--- config.mk ---
export PLATFORM = sky130hd
export DESIGN_NAME = morse_letter_sequencer
export DESIGN_NICKNAME = d
export VERILOG_FILES = /design/src/rtl/morse_pkg.sv /design/src/rtl/run_len_counter.sv /design/src/rtl/morse_letter_sequencer.sv
export SDC_FILE = /design/constraint.sdc
export NUM_CORES = 1
export LEC_CHECK = 0
export ABC_AREA = 1
export BUFFER_PORTS_ARGS = -buffer_cell sky130_fd_sc_hd__buf_2
export CAP_MARGIN = 0
export CORE_ASPECT_RATIO = 0.6
export CORE_MARGIN = 2
export CORE_UTILIZATION = 26
export CTS_CLUSTER_DIAMETER = 150
export DETAILED_ROUTE_END_ITERATION = 7
export SYNTH_ARGS = -nofsm -noshare
export SYNTH_HDL_FRONTEND = slang
export SYNTH_SLANG_ARGS = --single-unit
--- constraint.sdc ---
create_clock -name clk -period 1.7 [get_ports clk]
set_input_delay 0.085 -clock clk [delete_from_list [all_inputs] [get_ports clk]]
set_output_delay 0.085 -clock clk [all_outputs]
set_load 0.02 [all_outputs]
--- src/rtl/morse_pkg.sv ---
// Shared types and constants for the Morse letter sequencer.
package morse_pkg;

    typedef enum logic [1:0] {
        StIdle  = 2'b00,
        StMark  = 2'b01,
        StSpace = 2'b10
    } state_e;

    localparam logic SymDot  = 1'b0;
    localparam logic SymDash = 1'b1;

endpackage

--- src/rtl/run_len_counter.sv ---
// Saturating run-length counter: clear loads 1 (first cycle of a run), enable counts up.
module run_len_counter #(
    parameter int unsigned CNT_W = 4
) (
    input  logic             clk_i,
    input  logic             rst_i,
    input  logic             clr_i,
    input  logic             en_i,
    output logic [CNT_W-1:0] cnt_o
);

    logic [CNT_W-1:0] cnt_q;

    always_ff @(posedge clk_i or posedge rst_i) begin
        if (rst_i) begin
            cnt_q <= '0;
        end else if (clr_i) begin
            cnt_q <= CNT_W'(1);
        end else if (en_i && (cnt_q != '1)) begin
            cnt_q <= cnt_q + 1'b1;
        end
    end

    assign cnt_o = cnt_q;

endmodule

--- src/rtl/morse_letter_sequencer.sv ---
// Groups dot/dash marks on a keying line into letters and hands each finished
// letter to a one-entry valid/ready output register.
module morse_letter_sequencer
    import morse_pkg::*;
#(
    parameter int unsigned DASH_MIN = 3,
    parameter int unsigned GAP_MIN  = 3,
    parameter int unsigned MAX_SYMS = 5,
    parameter int unsigned CNT_W    = 4
) (
    input  logic                clk,
    input  logic                rst,
    input  logic                in,
    output logic [MAX_SYMS-1:0] code,
    output logic [2:0]          len,
    output logic                err,
    output logic                out_valid,
    input  logic                out_ready,
    output logic                ovf,
    output logic [1:0]          current_state
);

    state_e state_q, state_d;

    logic [CNT_W-1:0] mark_cnt, space_cnt;
    logic             mark_clr, mark_en, space_clr, space_en;

    logic [MAX_SYMS-1:0] acc_q, acc_d;
    logic [2:0]          nsym_q, nsym_d;
    logic                lerr_q, lerr_d;

    logic                complete, sym, load;
    logic [MAX_SYMS-1:0] let_code;
    logic [2:0]          let_len;
    logic                let_err;

    logic [MAX_SYMS-1:0] code_q;
    logic [2:0]          len_q;
    logic                err_q, out_valid_q, ovf_q;

    run_len_counter #(.CNT_W(CNT_W)) u_mark_cnt (
        .clk_i (clk),
        .rst_i (rst),
        .clr_i (mark_clr),
        .en_i  (mark_en),
        .cnt_o (mark_cnt)
    );

    run_len_counter #(.CNT_W(CNT_W)) u_space_cnt (
        .clk_i (clk),
        .rst_i (rst),
        .clr_i (space_clr),
        .en_i  (space_en),
        .cnt_o (space_cnt)
    );

    always_comb begin
        state_d   = state_q;
        mark_clr  = 1'b0;
        mark_en   = 1'b0;
        space_clr = 1'b0;
        space_en  = 1'b0;
        acc_d     = acc_q;
        nsym_d    = nsym_q;
        lerr_d    = lerr_q;
        complete  = 1'b0;
        sym       = (mark_cnt >= CNT_W'(DASH_MIN)) ? SymDash : SymDot;

        case (state_q)
            StIdle: begin
                if (in) begin
                    state_d  = StMark;
                    mark_clr = 1'b1;
                end
            end
            StMark: begin
                if (in) begin
                    mark_en = 1'b1;
                end else begin
                    if (nsym_q < 3'(MAX_SYMS)) begin
                        for (int unsigned i = 0; i < MAX_SYMS; i++) begin
                            if (3'(i) == nsym_q) acc_d[i] = sym;
                        end
                        nsym_d = nsym_q + 3'd1;
                    end else begin
                        lerr_d = 1'b1;
                    end
                    // A one-cycle gap threshold ends the letter on the falling edge itself.
                    if (GAP_MIN == 1) begin
                        complete = 1'b1;
                        state_d  = StIdle;
                    end else begin
                        state_d   = StSpace;
                        space_clr = 1'b1;
                    end
                end
            end
            StSpace: begin
                if (in && (space_cnt < CNT_W'(GAP_MIN))) begin
                    state_d  = StMark;
                    mark_clr = 1'b1;
                end else if (!in && (space_cnt == CNT_W'(GAP_MIN - 1))) begin
                    complete = 1'b1;
                    state_d  = StIdle;
                end else begin
                    space_en = 1'b1;
                end
            end
            default: state_d = StIdle;
        endcase

        let_code = acc_d;
        let_len  = nsym_d;
        let_err  = lerr_d;
        if (complete) begin
            acc_d  = '0;
            nsym_d = '0;
            lerr_d = 1'b0;
        end
    end

    // Register is free if empty or being drained on this same edge.
    assign load = complete && (!out_valid_q || out_ready);

    always_ff @(posedge clk or posedge rst) begin
        if (rst) begin
            state_q     <= StIdle;
            acc_q       <= '0;
            nsym_q      <= '0;
            lerr_q      <= 1'b0;
            code_q      <= '0;
            len_q       <= '0;
            err_q       <= 1'b0;
            out_valid_q <= 1'b0;
            ovf_q       <= 1'b0;
        end else begin
            state_q <= state_d;
            acc_q   <= acc_d;
            nsym_q  <= nsym_d;
            lerr_q  <= lerr_d;
            if (load) begin
                code_q      <= let_code;
                len_q       <= let_len;
                err_q       <= let_err;
                out_valid_q <= 1'b1;
            end else if (out_valid_q && out_ready) begin
                out_valid_q <= 1'b0;
            end
            if (complete && !load) ovf_q <= 1'b1;
        end
    end

    assign code          = code_q;
    assign len           = len_q;
    assign err           = err_q;
    assign out_valid     = out_valid_q;
    assign ovf           = ovf_q;
    assign current_state = state_q;

endmodule

==> results of run 1 <==
-- worst min path at each step --
stage                          from                   end  depth (start not counted)
after global routing      out_ready             out_valid                          4
final                     out_ready             out_valid                          4
after CTS                 out_ready             out_valid                          4
after floorplan                 rst              acc_q[0]                          1
after detailed placement        rst  u_space_cnt.cnt_o[3]                          3
after global placement          rst             out_valid                          3
-- metal layers --
layer	wire length, um	up-vias	global-route usage, %
met5	0	-	0
met4	53	0	4.93
met3	126	7	3.37
met2	1180	16	13.4
met1	1920	550	17.0
li1	-	680	-
-- cells in the final DEF, fill, tap and decap left out --
cell	n
nand3_2	1
nand3_1	17
nand3_4	2
nand2_2	3
nor2_1	19
or2_1	1
nor2_2	4
inv_1	20
nand2_1	58
inv_4	1
a21oi_1	6
o21bai_2	1
nor3_1	1
nor2_8	1
o21ai_2	3
mux2i_1	1
dlygate4sd3_1	1
nand3b_1	1
inv_2	3
dfrtp_1	30
o21ai_1	2
o21bai_1	1
nor2_4	1
xor2_1	1
and2_1	2
clkbuf_8	8
buf_4	1
buf_2	16
o21ai_0	4
ha_1	8
nand4_1	5
-- cell families (layout without fill, tap and decap cells) --
| family | count (synthesis) | after routing | synth area share, % |
|---|---|---|---|
| fa+ha+maj | 8 | 8 | 6.12 |
| buf+inv | 25 | 50 | 6.35 |
| xor+xnor | 1 | 1 | 0.536 |
| simple gates | 116 | 116 | 34.0 |
| mux | 1 | 1 | 0.612 |
| flops | 30 | 30 | 45.9 |
| compound gates | 17 | 17 | 6.43 |
-- timing repair --
action | in CTS | in global routing
gates resized for setup | 0 | 0
hold buffers | 1 | 0
buffers inserted | 0 | 0
hold endpoints to repair | 30 | 0
-- final cells by class --
type | instances | share of cell area (%)
sequential | 30 | 38.8
clock buffer | 8 | 5.68
inverter | 24 | 4.78
timing repair buffer | 18 | 5.04
multi-input combinational | 143 | 40.3
tap | 84 | 5.43
-- critical path: cells and delay by family, from the launching register on --
family	cells	cell delay, ns
buffers and inverters	3	0.22
DFF	1	0.42
adders and majority gates	1	0.14
AOI/OAI and AO/OA	1	0.05
and+or+nand+nor	4	0.56
-- metrics by stage --
step	cells	power, uW	setup slack, ns	utilization (%)
after floorplan	198	1990	0.321	-
after global placement	298	2250	0.235	29.9
after detailed placement	298	2270	0.194	29.9
after CTS	307	2960	0.178	31.8
after global routing	307	3220	0.0351	31.8
final	307	2930	0.196	31.8
-- power by group through the flow --
stage          sequential (uW)  clock, uW  combinational (uW)
2_1_floorplan             1190          0                 805
3_3_place_gp              1150          0                1110
3_5_place_dp              1150          0                1120
4_1_cts                   1140        699                1130
5_1_grt                   1170        743                1300
6_report                  1140        680                1120
-- registers in the layout (all words and copies together), names as in the netlist --
register,cells
acc_q,5
code,5
u_mark_cnt.cnt_o,4
u_space_cnt.cnt_o,4
len,3
nsym_q,3
current_state,2
err,1
lerr_q,1
out_valid,1
ovf,1
==> out/metrics.cfg, run 1 <==
[floorplan]
fp-row-count = 22
pin_count = 17
fp.dieH_um = 65.4
die_area_um2 = 6960
fp.dieW_um = 106
fp.coreArea_um2 = 6080
initial_core_util_pct = 26.9

[worst_setup_path]
endpoint = len[1]
path_class = flip-flop to flip-flop
cp_max_fo = 10
critPathMaxStageDelay_ns = 0.42
crit_start = u_space_cnt.cnt_o[0]
critPathLaunchType = flip-flop
reg2reg_from = u_space_cnt.cnt_o[0]
crit_top_cell = inv_1
cp_cell_sequence = inv_1 -> ha_1 -> inv_1 -> nor2_2 -> nand3_4 -> nor2_8 -> inv_4 -> nand2_1 -> o21ai_2
rr_endpoint = len[1]
endpoint_kind = flip-flop
reg2regPathDepth = 9
crit_path_top_delay_cell = dfrtp_1
arrival_ns = 1.68
ff2ff_setup_slack_ns = 0.20
cp.required_ns = 1.88

[synth]
syn_inst = 198
seq_area_frac_synth_pct = 45.9
ys_ff_latch = 30
synth_area_leaders = dfrtp_1, nand2_1, ha_1, nand3_1, inv_1
ys.flop_type = dfrtp_1
synthesis.nets = 210
async_flop_share_pct = 100
netlist_area_um2 = 1640
avgSynthCellArea_um2 = 8.26
yosysTopAreaCellShare_pct = 45.9
synth_most_common_cell = nand2_1
yosys_warnings = 0
synth_top_area_cell = dfrtp_1
ys_top_cells_by_count = nand2_1, dfrtp_1, inv_1, nor2_1, nand3_1
synth_edf_count = 0
ys_types = 28

[routing]
num_vias = 1253
drtIter0Drc = 55
routed_wl_um = 3280
vias_per_cell = 4.08
post_drt_wl_per_cell_um = 10.7
drc_errors = 0
ant_nets = 0
drt-pass1-iter-count = 4

[power]
seq_power_share_pct = 38.7
power_switching_uw = 1200
peakVddDrop_mv = 0.657
intPower_uw = 1730
p_leak_uw = 0.00102
clock_power_share_pct = 23.2
pwr-share-comb_pct = 38.1
powerDensity_nw_per_um2 = 1510
p_sw_share_pct = 41.0

[finish]
area_delta_synth_final_pct = 18.4
num-fill-cells = 636
finish.instance_area_um2 = 1940
antenna_cells = 0
final_nets = 234
seq_area_um2 = 751
multiInputGateArea_um2 = 781
drive_gt1_share_pct = 20.2

[clock_network]
cts_max_level = 2
cts_root_buffer = clkbuf_8
clock_latency_ns = 0.29
cts_inserted_buffers = 5
clk_pin_slew_ns = 0.07
cts_sinks = 30
clockBufferDepth = 2
cts_tree = done

[timing]
rsz0062_at_grt = no
final_max_slew_viol_count = 0
fin_setup_tns_ns = 0
fin_crit_sh_pct = 88.4
holdWs_ns = 0.169
fin_crit_ns = 1.50
tightest_slew_ns = 0.431
relSlewSlack_pct = 71.2
setup_viol = 0
finClkSkew_ns = 0.00904
final-hold-violation-count = 0
max_freq_mhz = 665

[global_route]
global_route.usage.total_pct = 11.0
antenna_found_initial = 0
grt_start_max_net_pins = 31
grt_pass1_wl_um = 5820
grt_pass1_vias = 1200
overflow = 0

[placement]
io_buffers = 16
place_area_um2 = 1820
globalplace.congestion = 0.785
hpwl_um = 2450

[hold_path]
hp-class = primary input to flip-flop

[flow_run]
max_cap_violations = 0

[status]
outcome = finished, final reports clean

(Power assumes the default switching activity.)
==> inputs of run 2 (changes only) <==
- BUFFER_PORTS_ARGS: -buffer_cell sky130_fd_sc_hd__buf_2 -> unset
- DONT_BUFFER_PORTS: unset -> 1
==> run 2 against run 1 <==
Net effect: sequential power rose by 4%; total power rose by 0.67%; global-route usage fell by 0.21 points; hold slack got worse by 0.091 ns; setup slack got worse by 0.034 ns; critical path depth did not move; first-iteration DRC count rose by 15%; cell count fell by 4.6%; die area did not move; largest cell class unchanged; highest routed layer is now met3.
==> out/metrics.cfg, run 2 (same netlist as run 1, synthesis figures left out) <==
[status]
outcome = finished, final reports clean

[timing]
tightest_slew_ns = 0.426
relSlewSlack_pct = 71.5
finClkSkew_ns = 0.00520
max_freq_mhz = 650
fin_crit_sh_pct = 90.5
final-hold-violation-count = 0
fin_crit_ns = 1.54
fin_setup_tns_ns = 0
rsz0062_at_grt = no
final_max_slew_viol_count = 0
setup_viol = 0

[finish]
final_nets = 220
final_cell_count_no_fill = 293
utilization_pct = 30.7
final_cell_mix = nand2_1, dfrtp_1, inv_1, nor2_1, nand3_1
antenna_cells = 0
area_delta_synth_final_pct = 14.4
drive_gt1_share_pct = 14.8
final_common_cell = nand2_1
finish.instance_area_um2 = 1870

[floorplan]
fp.dieW_um = 106
initial_core_util_pct = 26.9
pin_count = 17
fp.coreArea_um2 = 6080
fp.dieH_um = 65.4
fp-row-count = 22
die_area_um2 = 6960

[clock_network]
cts_tree = done
clk_pin_slew_ns = 0.07
cts_sinks = 30
cts_max_level = 2
postCtsSetupBuffers = 0
clock_latency_ns = 0.28
cts_inserted_buffers = 5
clockBufferDepth = 2
cts_root_buffer = clkbuf_8

[power]
peakVddDrop_mv = 0.733
powerDensity_nw_per_um2 = 1580
p_leak_uw = 0.000947

[worst_setup_path]
critPathMaxStageDelay_ns = 0.43
cp.required_ns = 1.88
arrival_ns = 1.71
cp_top_family = simple AND/OR/NAND/NOR gates
crit_path_top_delay_cell = dfrtp_1
path_buf_inv = 3
cp_cell_sequence = inv_1 -> ha_1 -> inv_1 -> nor2_2 -> nand3_4 -> nor2_8 -> inv_4 -> nand2_1 -> o21ai_2
crit_top_cell = inv_1
cp_max_fo = 10
path_class = flip-flop to flip-flop
critPathLaunchType = flip-flop
endpoint_kind = flip-flop

[placement]
io_buffers = 0
hpwl_um = 2470
globalplace.congestion = 0.786
place_area_um2 = 1750
placed_cells = 284

[routing]
ant_nets = 0
drt-pass1-iter-count = 4
drtIter0Drc = 63
vias_per_cell = 4.32
met1_length_um = 1810
routed_wl_um = 3330
post_drt_wl_per_cell_um = 11.4
num_vias = 1266
drc_errors = 0
met2_length_um = 1290
wl_met3_um = 230
maxUsedRoutingLayer = met3

[global_route]
grt_pass1_vias = 1232
global_route.usage.total_pct = 10.8
overflow = 0
grt_pass1_wl_um = 5960
grt_start_max_net_pins = 31
antenna_found_initial = 0

[hold_path]
hp-class = primary input to flip-flop

[flow_run]
max_cap_violations = 0

-- run 2: cell count changes in the layout (fill, tap and decap cells not counted), sizes merged --
cell / delta
buf: -14
clkbuf: -3
clkinv: +2
bufinv: +1
-- run 2: through the flow --
step                      worst slack, ns  hold WS [ns]  power [uW]
final                               0.162        0.0774        2950
after global routing               0.0317        0.0880        3210
after CTS                           0.165        0.0764        2970
after detailed placement            0.189        0.0847        2250
after global placement              0.234        0.0791        2230
after floorplan                     0.321         0.176        1990
-- run 2: what timing repair did --
item / 4_1_cts / 5_1_grt
hold buffers: 1 / 0
endpoints found under the hold margin: 30 / 0
endpoints found under the setup margin: 0 / 0
resized for setup: 0 / 0
-- run 2: final timing paths --
kind                                            from                  end  slack (ns)  cells past startpoint
worst max register to register  u_space_cnt.cnt_o[0]               len[1]        0.16                      9
min in group asynchronous                        rst            out_valid        0.33                      3
worst min register to register              acc_q[2]             acc_q[2]        0.54                      2
max in group asynchronous                        rst  u_mark_cnt.cnt_o[3]        1.09                      3
worst max-delay path            u_space_cnt.cnt_o[0]               len[1]        0.16                      9
worst min-delay path                       out_ready            out_valid        0.08                      3
-- run 2: final cells by class --
type                    count  area, um2
clock buffers               5       68.8
clock inverters             3       40.0
fillers                   631       4210
inverters                  24       92.6
multi-input cells         143        781
flip-flops and latches     30        751
well taps                  84        105
repair buffers              4       32.5
-- run 2: report_power, final --
| group | total [uW] | internal (uW) | switching [uW] |
|---|---|---|---|
| logic | 1040 | 373 | 671 |
| registers | 1190 | 931 | 260 |
| clock network | 716 | 431 | 285 |
| total | 2950 | 1740 | 1220 |
-- run 2: metal layers --
metal,vias to the layer above,track usage (%)
li1,652,-
met1,590,15.7
met2,24,15.0
met3,0,4.07
met4,0,2.30
met5,-,0
-- run 2: tightest hold or removal path, cell delays in order --
cell and delay [ns]:
nor2_1 0.08, inv_1 0.09, nand2_1 0.06
==> inputs of run 3 (changes only) <==
- SYNTH_HIERARCHICAL: unset -> 1
==> run 3 against run 2 <==
Net effect: critical path depth shrank 3; sequential share of layout area grew 0.22 points; sequential cell count is the same; via count grew 1.7%; routed wire length grew 3.3%; largest power group unchanged.
==> out/metrics.cfg, run 3 <==
[routing]
ant_nets = 0
vias_per_cell = 4.37
routed_wl_um = 3440
drtIter0Drc = 59
wl_met3_um = 217
met2_length_um = 1310
drt-pass1-iter-count = 4
maxUsedRoutingLayer = met4
post_drt_wl_per_cell_um = 11.7
met1_length_um = 1890
num_vias = 1288
drc_errors = 0

[floorplan]
fp.dieH_um = 65.2
initial_core_util_pct = 26.8
fp-row-count = 22
die_area_um2 = 6910
pin_count = 17
fp.dieW_um = 106
fp.coreArea_um2 = 6060

[worst_setup_path]
arrival_ns = 1.62
critPathLaunchType = flip-flop
cp_cell_sequence = nor2_4 -> nand2_2 -> nor2_4 -> nand3_1 -> nand3_1 -> nand2_1
crit_path_top_delay_cell = dfrtp_1
cp_max_fo = 6
reg2regPathDepth = 6
path_buf_inv = 0
ff2ff_setup_slack_ns = 0.25
path_class = flip-flop to flip-flop
rr_endpoint = code[4]
critPathMaxStageDelay_ns = 0.52
cp_top_family = simple AND/OR/NAND/NOR gates
reg2reg_from = current_state[1]
cp.required_ns = 1.87
endpoint_kind = flip-flop

[finish]
seq_area_um2 = 751
drive_gt1_share_pct = 15.2
num-fill-cells = 648
final_cell_mix = nand2_1, dfrtp_1, inv_1, nand3_1, nor2_1
multiInputGateArea_um2 = 756
final_nets = 221
antenna_cells = 0
area_delta_synth_final_pct = 14.7
final_common_cell = nand2_1

[synth]
ys_ff_latch = 30
seq_area_frac_synth_pct = 46.3
synthesis.nets = 209
netlist_area_um2 = 1620
yosys_warnings = 6
yosysTopAreaCellShare_pct = 46.3
ys_types = 23
avgSynthCellArea_um2 = 8.19
synth_most_common_cell = nand2_1
ys_top_cells_by_count = nand2_1, dfrtp_1, inv_1, nand3_1, nor2_1
async_flop_share_pct = 100
ys.flop_type = dfrtp_1
syn_inst = 198
synth_top_area_cell = dfrtp_1
synth_area_leaders = dfrtp_1, nand2_1, ha_1, inv_1, nand3_1
synth_edf_count = 0

[clock_network]
cts_tree = done
post_cts_resize_count = 0
cts_max_level = 2
cts_inserted_buffers = 5
clk_pin_slew_ns = 0.07
cts_sinks = 30
clockBufferDepth = 2
clock_latency_ns = 0.28
cts_root_buffer = clkbuf_8

[power]
seq_power_share_pct = 44.3
clock_power_share_pct = 21.9
pwr-share-comb_pct = 33.8
intPower_uw = 1560
powerDensity_nw_per_um2 = 1470
p_sw_share_pct = 43.0
power_switching_uw = 1180
p_leak_uw = 0.000979
peakVddDrop_mv = 0.326
p_total_uw = 2740

[timing]
max_freq_mhz = 690
rsz0062_at_grt = no
finClkSkew_ns = 0.00263
final_max_slew_viol_count = 0
fin_crit_sh_pct = 85.3
fin_ws_ns = 0.250
holdWs_ns = 0.0531
fin_crit_ns = 1.45
final-hold-violation-count = 0
setup_viol = 0
relSlewSlack_pct = 71.5
fin_setup_tns_ns = 0
tightest_slew_ns = 0.427

[hold_path]
hp-class = primary input to flip-flop
min_delay_path_depth = 2
holdPathEnd = current_state[0]
hold_path_startpoint = in

[global_route]
global_route.usage.total_pct = 11.0
overflow = 0
antenna_found_initial = 0
grt_start_max_net_pins = 23
grt_pass1_vias = 1191
grt_pass1_wl_um = 5850

[placement]
globalplace.congestion = 0.862
hpwl_um = 2610
io_buffers = 0
dpl_worst_slack_ns = 0.260

[flow_run]
max_cap_violations = 0

[status]
outcome = finished, final reports clean

[run 3: final cells by class]
type / instances / area share (%)
clock buffer: 7 / 4.64
sequential: 30 / 40.3
clock inverter: 1 / 0.269
tap: 84 / 5.65
inverter: 28 / 5.78
timing repair buffer: 6 / 2.69
multi-input combinational: 139 / 40.6
[run 3: per-layer routing]
metal | vias to the layer above | GRT usage (%)
li1 | 645 | -
met1 | 601 | 16.7
met2 | 38 | 14.2
met3 | 4 | 4.07
met4 | 0 | 3.13
met5 | - | 0
[run 3: stage by stage]
step	cells	utilization [%]	cell area (um2)
CTS	295	30.7	1860
global placement	285	28.9	1750
floorplan	198	-	1620
finish	295	30.7	1860
detailed placement	285	28.9	1750
global route	295	30.7	1860
[run 3: cells by family (layout without fill, tap and decap cells)]
group,after synthesis,after routing,synth area share (%)
compound gates,13,13,4.55
flops,30,30,46.3
fa+ha+maj,7,7,5.40
xor+xnor,2,2,1.08
buf+inv,29,42,7.10
simple gates,117,117,35.6
[run 3: power groups by stage]
stage                     Clock [uW]  Sequential, uW  Combinational, uW
after floorplan                    0            1160                734
after global placement             0            1220                907
after detailed placement           0            1230                920
after CTS                        625            1220                933
after global routing             664            1240               1080
final                            600            1210                926
[run 3: repair_timing]
item	4_1_cts	5_1_grt
buffers inserted	0	0
hold buffers	2	0
endpoints found under the hold margin	31	0
[run 3: worst max-delay path by stage]
| stage | slack, ns | cells past startpoint | endpoint | start |
|---|---|---|---|---|
| finish | 0.25 | 6 | code[4] | current_state[1] |
| global route | 0.08 | 8 | u_mark_cnt/cnt_o[1] | u_space_cnt/cnt_o[3] |
| CTS | 0.24 | 6 | code[4] | current_state[1] |
| detailed placement | 0.26 | 6 | code[4] | current_state[1] |
| global placement | 0.26 | 5 | len[2] | current_state[1] |
| floorplan | 0.26 | 8 | u_mark_cnt/cnt_o[3] | u_space_cnt/cnt_o[2] |
